[src/rtl/tpu_result_deskew_if.sv]
// Result-side bus of the TPU deskew collector: skewed lanes in, packed matrix out.
// slave is the collector's view; master is the producer/consumer side.
interface tpu_result_deskew_if #(
    parameter int unsigned MATRIX_SIZE = 4,
    parameter int unsigned ACC_WIDTH   = 16,
    parameter int unsigned OUT_WIDTH   = 8
);
    logic                                           start;
    logic [MATRIX_SIZE-1:0][ACC_WIDTH-1:0]          tpu_outarray;
    logic [MATRIX_SIZE*MATRIX_SIZE*OUT_WIDTH-1:0]   flattened_result_output;
    logic                                           result_valid;
    logic                                           result_ready;
    logic                                           busy;
    logic                                           done_deskew;

    modport slave (
        input  start, tpu_outarray, result_ready,
        output flattened_result_output, result_valid, busy, done_deskew
    );

    modport master (
        output start, tpu_outarray, result_ready,
        input  flattened_result_output, result_valid, busy, done_deskew
    );
endinterface

[src/rtl/tpu_result_deskew.sv]
// Collects diagonally skewed TPU result lanes, removes the skew and packs the matrix row-major.
// Define SATURATE_EN for signed saturation on narrowing; otherwise results are truncated.
module tpu_result_deskew #(
    parameter int unsigned MATRIX_SIZE = 4,
    parameter int unsigned ACC_WIDTH   = 16,
    parameter int unsigned OUT_WIDTH   = 8
) (
    input logic                 clk,
    input logic                 rst,
    tpu_result_deskew_if.slave  bus
);
    localparam int unsigned N      = MATRIX_SIZE;
    localparam int unsigned LAST_K = 2 * N - 2;
    localparam int unsigned CNT_W  = (2 * N - 1 > 1) ? $clog2(2 * N - 1) : 1;
    localparam int unsigned IDX_W  = (N * N > 1) ? $clog2(N * N) : 1;
    localparam logic [CNT_W-1:0] CNT_LAST = CNT_W'(LAST_K);

`ifdef SATURATE_EN
    localparam logic signed [ACC_WIDTH-1:0] SAT_MAX =
        {{(ACC_WIDTH - OUT_WIDTH + 1){1'b0}}, {(OUT_WIDTH - 1){1'b1}}};
    localparam logic signed [ACC_WIDTH-1:0] SAT_MIN =
        {{(ACC_WIDTH - OUT_WIDTH + 1){1'b1}}, {(OUT_WIDTH - 1){1'b0}}};
`endif

    typedef enum logic [1:0] {
        ST_IDLE,
        ST_COLLECT,
        ST_HOLD
    } state_t;

    state_t                          state_q, state_d;
    logic [CNT_W-1:0]                cnt_q, cnt_d;
    logic [N*N-1:0][OUT_WIDTH-1:0]   result_q, result_d;
    logic                            valid_q, valid_d;
    logic                            done_q, done_d;
    logic [31:0]                     cnt_ext;

    function automatic logic [OUT_WIDTH-1:0] narrow(input logic [ACC_WIDTH-1:0] v);
`ifdef SATURATE_EN
        if ($signed(v) > SAT_MAX) return SAT_MAX[OUT_WIDTH-1:0];
        if ($signed(v) < SAT_MIN) return SAT_MIN[OUT_WIDTH-1:0];
        return v[OUT_WIDTH-1:0];
`else
        logic unused_hi;
        unused_hi = ^v[ACC_WIDTH-1:OUT_WIDTH];
        return v[OUT_WIDTH-1:0];
`endif
    endfunction

    assign cnt_ext = 32'(cnt_q);

    always_ff @(posedge clk) begin
        if (rst) begin
            state_q  <= ST_IDLE;
            cnt_q    <= '0;
            result_q <= '0;
            valid_q  <= 1'b0;
            done_q   <= 1'b0;
        end else begin
            state_q  <= state_d;
            cnt_q    <= cnt_d;
            result_q <= result_d;
            valid_q  <= valid_d;
            done_q   <= done_d;
        end
    end

    always_comb begin
        state_d  = state_q;
        cnt_d    = cnt_q;
        result_d = result_q;
        valid_d  = valid_q;
        done_d   = 1'b0;
        unique case (state_q)
            ST_IDLE: begin
                if (bus.start) begin
                    result_d[N*N-1] = narrow(bus.tpu_outarray[0]);
                    cnt_d           = CNT_W'(1);
                    state_d         = ST_COLLECT;
                end
            end
            ST_COLLECT: begin
                // Lane j carries row cnt-j this cycle; element (i,j) lives at index N*N-1-(i*N+j).
                for (int unsigned j = 0; j < N; j++) begin
                    if ((cnt_ext >= j) && ((cnt_ext - j) < N)) begin
                        result_d[IDX_W'(N * N - 1 - ((cnt_ext - j) * N + j))] =
                            narrow(bus.tpu_outarray[j]);
                    end
                end
                if (cnt_q == CNT_LAST) begin
                    valid_d = 1'b1;
                    done_d  = 1'b1;
                    cnt_d   = '0;
                    state_d = ST_HOLD;
                end else begin
                    cnt_d = cnt_q + CNT_W'(1);
                end
            end
            ST_HOLD: begin
                if (bus.result_ready) begin
                    valid_d = 1'b0;
                    state_d = ST_IDLE;
                end
            end
            default: state_d = ST_IDLE;
        endcase
    end

    assign bus.flattened_result_output = result_q;
    assign bus.result_valid            = valid_q;
    assign bus.done_deskew             = done_q;
    assign bus.busy                    = (state_q != ST_IDLE);
endmodule

[src/flat_wrapper.sv]
// flat-port wrapper written by rule: the top's interface ports become plain ports
module tpu_result_deskew_flat 
#(
    parameter int unsigned MATRIX_SIZE = 4,
    parameter int unsigned ACC_WIDTH   = 16,
    parameter int unsigned OUT_WIDTH   = 8
)
  (clk, rst, bus_start, bus_tpu_outarray, bus_result_ready, bus_flattened_result_output, bus_result_valid, bus_busy, bus_done_deskew);
  tpu_result_deskew_if #(.MATRIX_SIZE(MATRIX_SIZE), .ACC_WIDTH(ACC_WIDTH), .OUT_WIDTH(OUT_WIDTH)) bus_i ();
  input logic clk;
  input logic rst;
  input wire logic [$bits(bus_i.start)-1:0] bus_start;
  input wire logic [$bits(bus_i.tpu_outarray)-1:0] bus_tpu_outarray;
  input wire logic [$bits(bus_i.result_ready)-1:0] bus_result_ready;
  output wire logic [$bits(bus_i.flattened_result_output)-1:0] bus_flattened_result_output;
  output wire logic [$bits(bus_i.result_valid)-1:0] bus_result_valid;
  output wire logic [$bits(bus_i.busy)-1:0] bus_busy;
  output wire logic [$bits(bus_i.done_deskew)-1:0] bus_done_deskew;
  assign bus_i.start = bus_start;
  assign bus_i.tpu_outarray = bus_tpu_outarray;
  assign bus_i.result_ready = bus_result_ready;
  assign bus_flattened_result_output = bus_i.flattened_result_output;
  assign bus_result_valid = bus_i.result_valid;
  assign bus_busy = bus_i.busy;
  assign bus_done_deskew = bus_i.done_deskew;
  tpu_result_deskew #(.MATRIX_SIZE(MATRIX_SIZE), .ACC_WIDTH(ACC_WIDTH), .OUT_WIDTH(OUT_WIDTH)) u_core (.clk(clk), .rst(rst), .bus(bus_i));
endmodule
[config.mk]
export PLATFORM = sky130hd
export DESIGN_NAME = tpu_result_deskew_flat
export DESIGN_NICKNAME = d
export VERILOG_FILES = /design/src/rtl/tpu_result_deskew_if.sv /design/src/rtl/tpu_result_deskew.sv /design/src/flat_wrapper.sv
export SDC_FILE = /design/constraint.sdc
export NUM_CORES = 1
export LEC_CHECK = 0
export ABC_CLOCK_PERIOD_IN_PS = 3400
export CAP_MARGIN = 0
export CORE_UTILIZATION = 49
export DETAILED_ROUTE_END_ITERATION = 16
export PLACE_DENSITY = 0.91
export REMOVE_ABC_BUFFERS = 1
export SLEW_MARGIN = 20
export SYNTH_ARGS = -nofsm -noshare
export SYNTH_HDL_FRONTEND = slang
export SYNTH_SLANG_ARGS = --single-unit
[constraint.sdc]
create_clock -name clk -period 3.4 [get_ports clk]
set_input_delay 0.68 -clock clk [delete_from_list [all_inputs] [get_ports clk]]
set_output_delay 0.68 -clock clk [all_outputs]
set_load 0.05 [all_outputs]
==> impl_metrics.ini, run 1 <==
[status]
status = complete, no violations

[cts]
clk_latency_ns = 0.40
clk_path_buf_depth = 2
htree_levels = 4
clkTransAtPathRegs_ns = 0.06
ctsHoldBuffers = 0
cts.sinks = 135
cts_buffers = 17
cts_resized = 0
cts_tree = built
ctsRootBufferMaster = clkbuf_16
postCtsSetupBuffers = 0

[timing]
slew_headroom = 0.5187
setup_tns_ns = 0
rsz0062_at_grt = no
fmax_mhz = 393.7
finalCritPeriodShare = 0.7470
period_minus_slack_ns = 2.540
slew_violations = 0
finClkSkew_ns = 0.01127
hold_viol_final = 0
setup_viol = 0
max_slew.worst_pin.slew_ns = 0.7220

[logic_synthesis]
synth-edff-count = 0
async_reset_ff_frac = 0
syn-cell-area_um2 = 5802
ys_warn_count = 0
ys_ff_latch = 135
syn_area_per_cell_um2 = 10.70
ys_types = 40
seq_area_frac_synth = 0.4658
syn_inst = 542
synth_flop_cell = dfxtp_1

[final_layout]
regArea_um2 = 2703
n_antenna_cell = 0
final_core_util = 0.7081
mostFrequentLayoutCells = clkdlybuf4s50_1, nand2b_1, dfxtp_1
layout_commonest_cell = clkdlybuf4s50_1
multi_input_area_um2 = 2915
nFillCells = 830
drive_above_1_share = 0.06950
syn_to_final_growth_pct = 39.96
fin_nets = 765

[routing]
drc = 0
dr.pass1.iters = 4
antenna_left = 0
wirelength_mm = 13.75
num_vias = 4394
drt_iter0_drc = 204
wl_per_cell_um = 16.22
viasPerCell = 5.182

[pwr]
max-vdd-ir-drop_mv = 0.2636
p_leak_uw = 0.003405
powerDensity_nw_per_um2 = 476.6

[setup_path]
worst-setup-path-type = flop to output port
r2r_slack_ns = 1.06
startpoint = u_core.state_q[0]
cp.required_ns = 2.72
end_kind = output port
start_kind = flop
worst-path-max-fanout = 11
r2r_cells = 5
r2r_end = u_core.bus.flattened_result_output[97]
r2r_start = u_core.cnt_q[1]
critPathArrivalTime_ns = 1.86

[hold_path]
hp-start = u_core.bus.flattened_result_output[95]
hold_path_class = flop to flop
whs_endpoint = u_core.bus.flattened_result_output[95]
hold_depth = 2

[floorplanning]
die_area_um2 = 12280
chipHeight_um = 110.8
io-pin-count = 199
core_area_um2 = 11470
fp.dieW_um = 110.8
rows = 39
initial_core_util = 0.5059

[global_route]
grt_pass1_vias = 4552
grt_max_degree = 95
grt-ovfl-total = 0
grt_pass1_wl_mm = 22.68
track_usage = 0.2298
antenna_found_initial = 0

[flow_run]
drv_cap = 0

[place]
portBuffers = 166
gp_congestion = 0.7368
detailed_place_hpwl_mm = 9.431
[area by class of cell]
cell class                      count  area share
Multi-Input combinational cell    365      0.3590
Tap cell                          143     0.02203
Clock buffer                       19     0.05455
Timing Repair Buffer              170      0.2080
Clock inverter                     12     0.02173
Inverter                            4    0.001849
Sequential cell                   135      0.3328
[Yosys cell counts, types with 2 or more instances]
library cell  count  area, um2
nand3b_1         10      75.07
nor3b_1           2      15.01
inv_1             4      15.01
nor4b_1           2      17.52
o311ai_0          6      52.55
mux2i_1         120       1201
o31a_1            8      70.07
buf_2            11      55.05
nand2_1           2      7.510
clkbuf_1         24      90.09
nor2b_1           2      12.51
and4_1            2      17.52
nand4_2           3      37.54
nand3_2           5      50.05
nor2_1            4      15.01
dfxtp_1         135       2703
o21bai_1          2      15.01
or2_2             2      12.51
a21oi_1           2      10.01
ha_1              4      50.05
o311ai_2          2      32.53
o21ai_0           3      15.01
nand4b_1          8      70.07
nand2b_1        163       1020
[metrics by stage]
stage	worst slack [ns]	cell area, um2	std cells	hold WS [ns]	power, uW
after CTS	0.8461	8120	848	0.4760	3898
final	0.8603	8120	848	0.4712	3870
after floorplan	1.401	5633	504	0.6164	1842
after global routing	0.7818	8120	848	0.4898	3996
after detailed placement	1.064	7501	817	0.4671	1979
after global placement	1.192	7501	817	0.4586	1968
[how the worst max path moves through the flow]
stage / slack (ns) / to / cells after the start
final: 0.86 / bus_busy / 2
after global routing: 0.78 / bus_busy / 2
after CTS: 0.85 / bus_busy / 2
after detailed placement: 1.06 / u_core.bus.flattened_result_output[98] / 5
after global placement: 1.19 / u_core.bus.flattened_result_output[102] / 5
after floorplan: 1.40 / u_core.bus.flattened_result_output[100] / 5
[flip-flops by register name, summed over array words and instances, names as in the netlist]
signal                              cells
u_core.bus.done_deskew                  1
u_core.bus.flattened_result_output    128
u_core.bus.result_valid                 1
u_core.cnt_q                            3
u_core.state_q                          2
[report_power, final]
| part | internal, uW | switching [uW] |
|---|---|---|
| clock | 1240 | 681 |
| sequential | 1610 | 22.9 |
| combinational | 137 | 181 |
[routing by layer]
layer  global-route usage  up-vias  wire length [um]  share of wire
li1                     -     2155                 -              -
met1               0.2694     2094              5998           0.44
met2               0.3921      133              6661           0.48
met3              0.07436       12               934          0.068
met4              0.08178        0               156          0.011
met5                    0        -                 0              0
[logic make-up (layout without fill, tap and decap cells)]
family,count (synthesis),count (layout),share of synthesized area
mux,120,120,0.2070
simple gates,216,216,0.2502
buf+inv,42,205,0.03170
fa+ha+maj,4,4,0.008627
compound gates,25,25,0.03666
flops,135,135,0.4658
[critical path: stages (launching register included)]
cell	delay [ns]
dfxtp_1	0.49
or2_2	0.17
clkdlybuf4s50_1	0.80
(Power assumes the default switching activity.)
==> run 2, diff against run 1 <==
- ABC_CLOCK_PERIOD_IN_PS: 3400 -> 2400
- CORE_UTILIZATION: 49 -> 46
- PLACE_DENSITY: 0.91 -> 0.86
- clock period: 3.4 -> 2.4 ns (I/O delays scaled with it)
==> impl_metrics.ini, run 2 (same netlist as run 1, synthesis figures left out) <==
[final_layout]
largest_reg_flops = 128
fin_nets = 773
nFillCells = 971
drive_above_1_share = 0.08135
mostFrequentLayoutCells = clkdlybuf4s50_1, nand2b_1, dfxtp_1
regArea_um2 = 2703
layout_commonest_cell = clkdlybuf4s50_1
syn_to_final_growth_pct = 41.13
n_antenna_cell = 0
multi_input_area_um2 = 2915

[hold_path]
whs_endpoint = u_core.bus.flattened_result_output[92]
hp-start = u_core.bus.flattened_result_output[92]
hold_path_class = flop to flop
hold_depth = 2

[floorplanning]
rows = 40
fp.dieW_um = 114.3
initial_core_util = 0.4771
core_area_um2 = 12160
chipHeight_um = 114.3
die_area_um2 = 13070
io-pin-count = 199

[routing]
num_vias = 4484
drt_iter0_drc = 242
dr.pass1.iters = 5
wirelength_mm = 13.91
viasPerCell = 5.090
drc = 0
wl_per_cell_um = 15.78
antenna_left = 0

[setup_path]
r2r_cells = 6
worst-path-buf-inv = 1
r2r_start = u_core.cnt_q[1]
r2r_slack_ns = 0.48
crit_slowest_cell = clkdlybuf4s50_1
r2r_end = u_core.bus.flattened_result_output[82]
cpPeakStageDelay_ns = 0.82
cp.required_ns = 1.92
worst-path-max-fanout = 2
startpoint = u_core.bus.flattened_result_output[19]
path_delay_family = buffers and inverters
crit_chain = clkdlybuf4s50_1
start_kind = flop
worst-setup-path-type = flop to output port
end_kind = output port
critPathArrivalTime_ns = 1.62

[global_route]
grt_pass1_wl_mm = 22.50
grt_pass1_vias = 4595
grt_max_degree = 66
grt-ovfl-total = 0
antenna_found_initial = 0
track_usage = 0.2212

[timing]
hold_viol_final = 0
rsz0062_at_grt = no
slew_violations = 0
finalCritPeriodShare = 0.8747
finClkSkew_ns = 0.005697
setup_viol = 0
final.setup.worst_slack_ns = 0.3006
setup_tns_ns = 0
period_minus_slack_ns = 2.099
max_slew.worst_pin.slew_ns = 0.5850
slew_headroom = 0.6100
fmax_mhz = 476.3

[cts]
cts_buffers = 17
cts.sinks = 135
clkTransAtPathRegs_ns = 0.06
clk_latency_ns = 0.41
htree_levels = 4
postCtsSetupBuffers = 0
clk_path_buf_depth = 2
cts_resized = 0
cts_tree = built
ctsHoldBuffers = 0
ctsRootBufferMaster = clkbuf_16

[place]
gp_congestion = 0.7584
portBuffers = 166
detailed_place_hpwl_mm = 9.981
dp_slack_ns = 0.4518

[pwr]
total_power_uw = 5277
p_leak_uw = 0.003445
max-vdd-ir-drop_mv = 0.3553
powerDensity_nw_per_um2 = 644.4

[flow_run]
drv_cap = 0

[status]
status = complete, no violations
## run 2: changes by cell type in the layout (fill, tap and decap cells not counted)
cell | before | now
buf_4 | 5 | 12
clkbuf_8 | 1 | 3
clkinvlp_4 | 2 | 1
buf_12 | 0 | 2
inv_6 | 1 | 0
bufinv_16 | 4 | 2
clkinv_4 | 2 | 0
clkdlybuf4s50_1 | 165 | 164
clkinv_2 | 3 | 7
## run 2: worst max-delay path by stage
stage / end / cells past startpoint
floorplan: u_core.bus.flattened_result_output[100] / 5
global placement: u_core.bus.flattened_result_output[122] / 4
detailed placement: u_core.bus.flattened_result_output[121] / 4
CTS: bus_flattened_result_output[19] / 1
global route: bus_flattened_result_output[125] / 1
finish: bus_flattened_result_output[19] / 1
## run 2: power by group
group	total, uW	internal (uW)	switching (uW)
Sequential	2300	2280	23.8
Combinational	469	205	264
Clock	2510	1590	919
## run 2: layer usage
layer	global-route usage	part of all wire	wire length (um)	up-vias
met5	0	0	0	-
met4	0.08918	0.017	230	0
met3	0.07305	0.064	884	22
met2	0.3725	0.49	6766	121
met1	0.2592	0.43	6025	2165
li1	-	-	-	2176
## run 2: layout make-up
| class | count | area share |
|---|---|---|
| clock buffers | 21 | 0.05746 |
| clock inverters | 10 | 0.01253 |
| inverters | 4 | 0.001834 |
| multi-input cells | 365 | 0.3561 |
| flip-flops and latches | 135 | 0.3301 |
| well taps | 168 | 0.02567 |
| repair buffers | 178 | 0.2164 |
## run 2: metrics by stage
stage / hold slack (ns) / cell area, um2 / util / std cells
2_1_floorplan: 0.5491 / 5633 / - / 504
3_3_place_gp: 0.4587 / 7615 / 0.6261 / 850
3_5_place_dp: 0.4609 / 7615 / 0.6261 / 850
4_1_cts: 0.4736 / 8188 / 0.6733 / 881
5_1_grt: 0.4866 / 8188 / 0.6733 / 881
6_report: 0.4735 / 8188 / 0.6733 / 881
==> patch, RTL diff (settings of run 1) <==
`MATRIX_SIZE` is set to 4 in 3 places; all go to 8.
--- a/src/rtl/tpu_result_deskew_if.sv
+++ b/src/rtl/tpu_result_deskew_if.sv
@@ -3,3 +3,3 @@
 interface tpu_result_deskew_if #(
-    parameter int unsigned MATRIX_SIZE = 4,
+    parameter int unsigned MATRIX_SIZE = 8,
     parameter int unsigned ACC_WIDTH   = 16,
--- a/src/rtl/tpu_result_deskew.sv
+++ b/src/rtl/tpu_result_deskew.sv
@@ -3,3 +3,3 @@
 module tpu_result_deskew #(
-    parameter int unsigned MATRIX_SIZE = 4,
+    parameter int unsigned MATRIX_SIZE = 8,
     parameter int unsigned ACC_WIDTH   = 16,
--- a/src/flat_wrapper.sv
+++ b/src/flat_wrapper.sv
@@ -3,3 +3,3 @@
 #(
-    parameter int unsigned MATRIX_SIZE = 4,
+    parameter int unsigned MATRIX_SIZE = 8,
     parameter int unsigned ACC_WIDTH   = 16,
Ports: changed (resized bus_flattened_result_output and bus_tpu_outarray); port bits go from 199 to 647. No check against the original RTL was run, so the function may have changed too.
==> patch against run 1 <==
Wire length increased to 4.6 times the old value. Total power increased to 3.3 times the old value. Sequential cell count increased by 385. Die area increased to 3.5 times the old value. Area after synthesis increased to 3.6 times the old value. Worst setup slack got worse by 530 ps. Final area increased to 3.5 times the old value. Register-to-register slack got worse by 730 ps. Critical endpoint is now u_core.bus.flattened_result_output[105]. Largest cell class is now flip-flops and latches. Largest power group is now sequential cells.
==> patch: results (changes against run 1) <==
status:
  status: "finished, final reports clean"
finish:
  n_all_inverters: 6  # +2
  fin_area_mm2: 0.0288  # +250%
  multi_input_comb_cells: 1269  # +250%
  seq_share_pct: 36.2  # +2.9 points
  nets: 2611  # +240%
  layout-drive-gt1-share_pct: 6.84  # -0.11 points
  multi_input_area_share_pct: 34.2  # -1.7 points
  clock_area_share_pct: 6.09  # -1.5 points
  insertedDiodeCount: 1  # +1
  flops_and_latches: 520  # +290%
  num-clock-buffers: 77  # +58
  largest_register_ffs: 512  # +300%
  fillCellCount: 2853  # +240%
route:
  wl_um: 63300  # +360%
  wl_met2_um: 31700  # +380%
  wl_met3_um: 3910  # +320%
  wl_met1_um: 24400  # +310%
  routed_via_density: 5.31  # +2.4%
  first_pass_iters: 5  # +1
  wl_per_cell_um: 20.8  # +28%
cts:
  cts_made_buffers: 52  # +35
  htreeDepth: 2  # -2
  cts_buffer_depth: 3  # +1
  root_buffer: "clkbuf_16"
  insertion_delay_ps: 580  # +180 ps
grt:
  grt_first_pass_wirelength_um: 96400  # +320%
  grt_max_degree: 112  # +18%
  grtUsageTotal_pct: 28.2  # +5.3 points
  grt_pass1_vias: 16700  # +270%
  antenna_found_initial: 1  # +1
worst_hold_path:
  hold_end: "u_core.bus.flattened_result_output[217]"
  hp-start: "u_core.bus.flattened_result_output[217]"
worst_setup_path:
  cp_max_fo: 8  # -3
  crit_path_max_incr_delay_ps: 650  # -150 ps
  rrSetupSlack_ps: 330  # -730 ps
  rr_worst_depth: 7  # +2
  timing.rr.end: "u_core.bus.flattened_result_output[105]"
  slowest_stage: "and3_1"
logic_synthesis:
  synth-xor-area-share_pct: 0.330  # +0.33 points
  synthMuxAreaShare_pct: 23.9  # +3.2 points
  syn-mean-instance-area_um2: 10.8  # +0.48%
  synth_compound_area_share_pct: 2.90  # -0.77 points
  yosysSeqAreaShare_pct: 50.0  # +3.4 points
  synth_fa_ha_area_share_pct: 1.14  # +0.28 points
  synthTopCellsByArea: "dfxtp_1, mux2i_1, nand2b_1"
  ys_types: 61  # +53%
  yosys-top-cells-count: "dfxtp_1, mux2i_1, nand2b_1, nor2_1, clkbuf_1"
place:
  port_buffers: 582  # +250%
  dp.final_hpwl_um: 44600  # +370%
  placed_cell_area_mm2: 0.0270  # +260%
  place.gp.congestion: 0.857  # +16%
  dp_cells: 2945  # +260%
  dp_slack_ps: 370  # -694 ps
power:
  irDropWorstVdd_mv: 0.462  # +75%
sta:
  finClkSkew_ps: 11.1  # -0.142 ps
  tightest_slew_ps: 873  # +151 ps
  hold_slack_ps: 453  # -17.7 ps
floorplan:
  core_mm2: 0.0419  # +270%
## patch: worst max path at each step
stage                     from                                 endpoint  slack [ps]  cells after the start
4_1_cts        u_core.cnt_q[1]  u_core.bus.flattened_result_output[105]         350                      7
5_1_grt        u_core.cnt_q[1]  u_core.bus.flattened_result_output[107]         190                      7
3_3_place_gp   u_core.cnt_q[1]  u_core.bus.flattened_result_output[112]         510                      7
3_5_place_dp   u_core.cnt_q[1]  u_core.bus.flattened_result_output[105]         370                      7
6_report       u_core.cnt_q[1]  u_core.bus.flattened_result_output[105]         330                      7
2_1_floorplan  u_core.cnt_q[2]   u_core.bus.flattened_result_output[88]        -610                      6
## patch: power by group
group	internal (mW)	leakage [nW]	switching [mW]	total (mW)
clock	3.46	0.863	2.44	5.90
combinational	0.251	6.99	0.411	0.663
sequential	6.11	4.19	0.0141	6.12
total	9.82	12.0	2.86	12.7
## patch: kinds of logic (layout without fill, tap and decap cells)
family	after synthesis	count (layout)
AO/OA/AOI/OAI	60	60
XOR/XNOR	7	7
adder cells (fa/ha/maj)	19	19
buffers and inverters	148	710
flip-flops	520	520
multiplexers	497	497
other	0	1
AND/OR/NAND/NOR	686	686
## patch: per-layer routing
metal | up-vias | GRT usage [%]
met1 | 7873 | 30.9
met2 | 563 | 50.3
met4 | 0 | 15.4
met3 | 174 | 6.90
li1 | 7517 | -
met5 | - | 0
## patch: critical path, delay by kind of cell, from the launching register on
family	cells	cell delay [ps]
buffers and inverters	1	270
AO/OA/AOI/OAI	1	450
adder cells (fa/ha/maj)	2	620
multiplexers	1	260
AND/OR/NAND/NOR	2	880
flip-flops	1	490
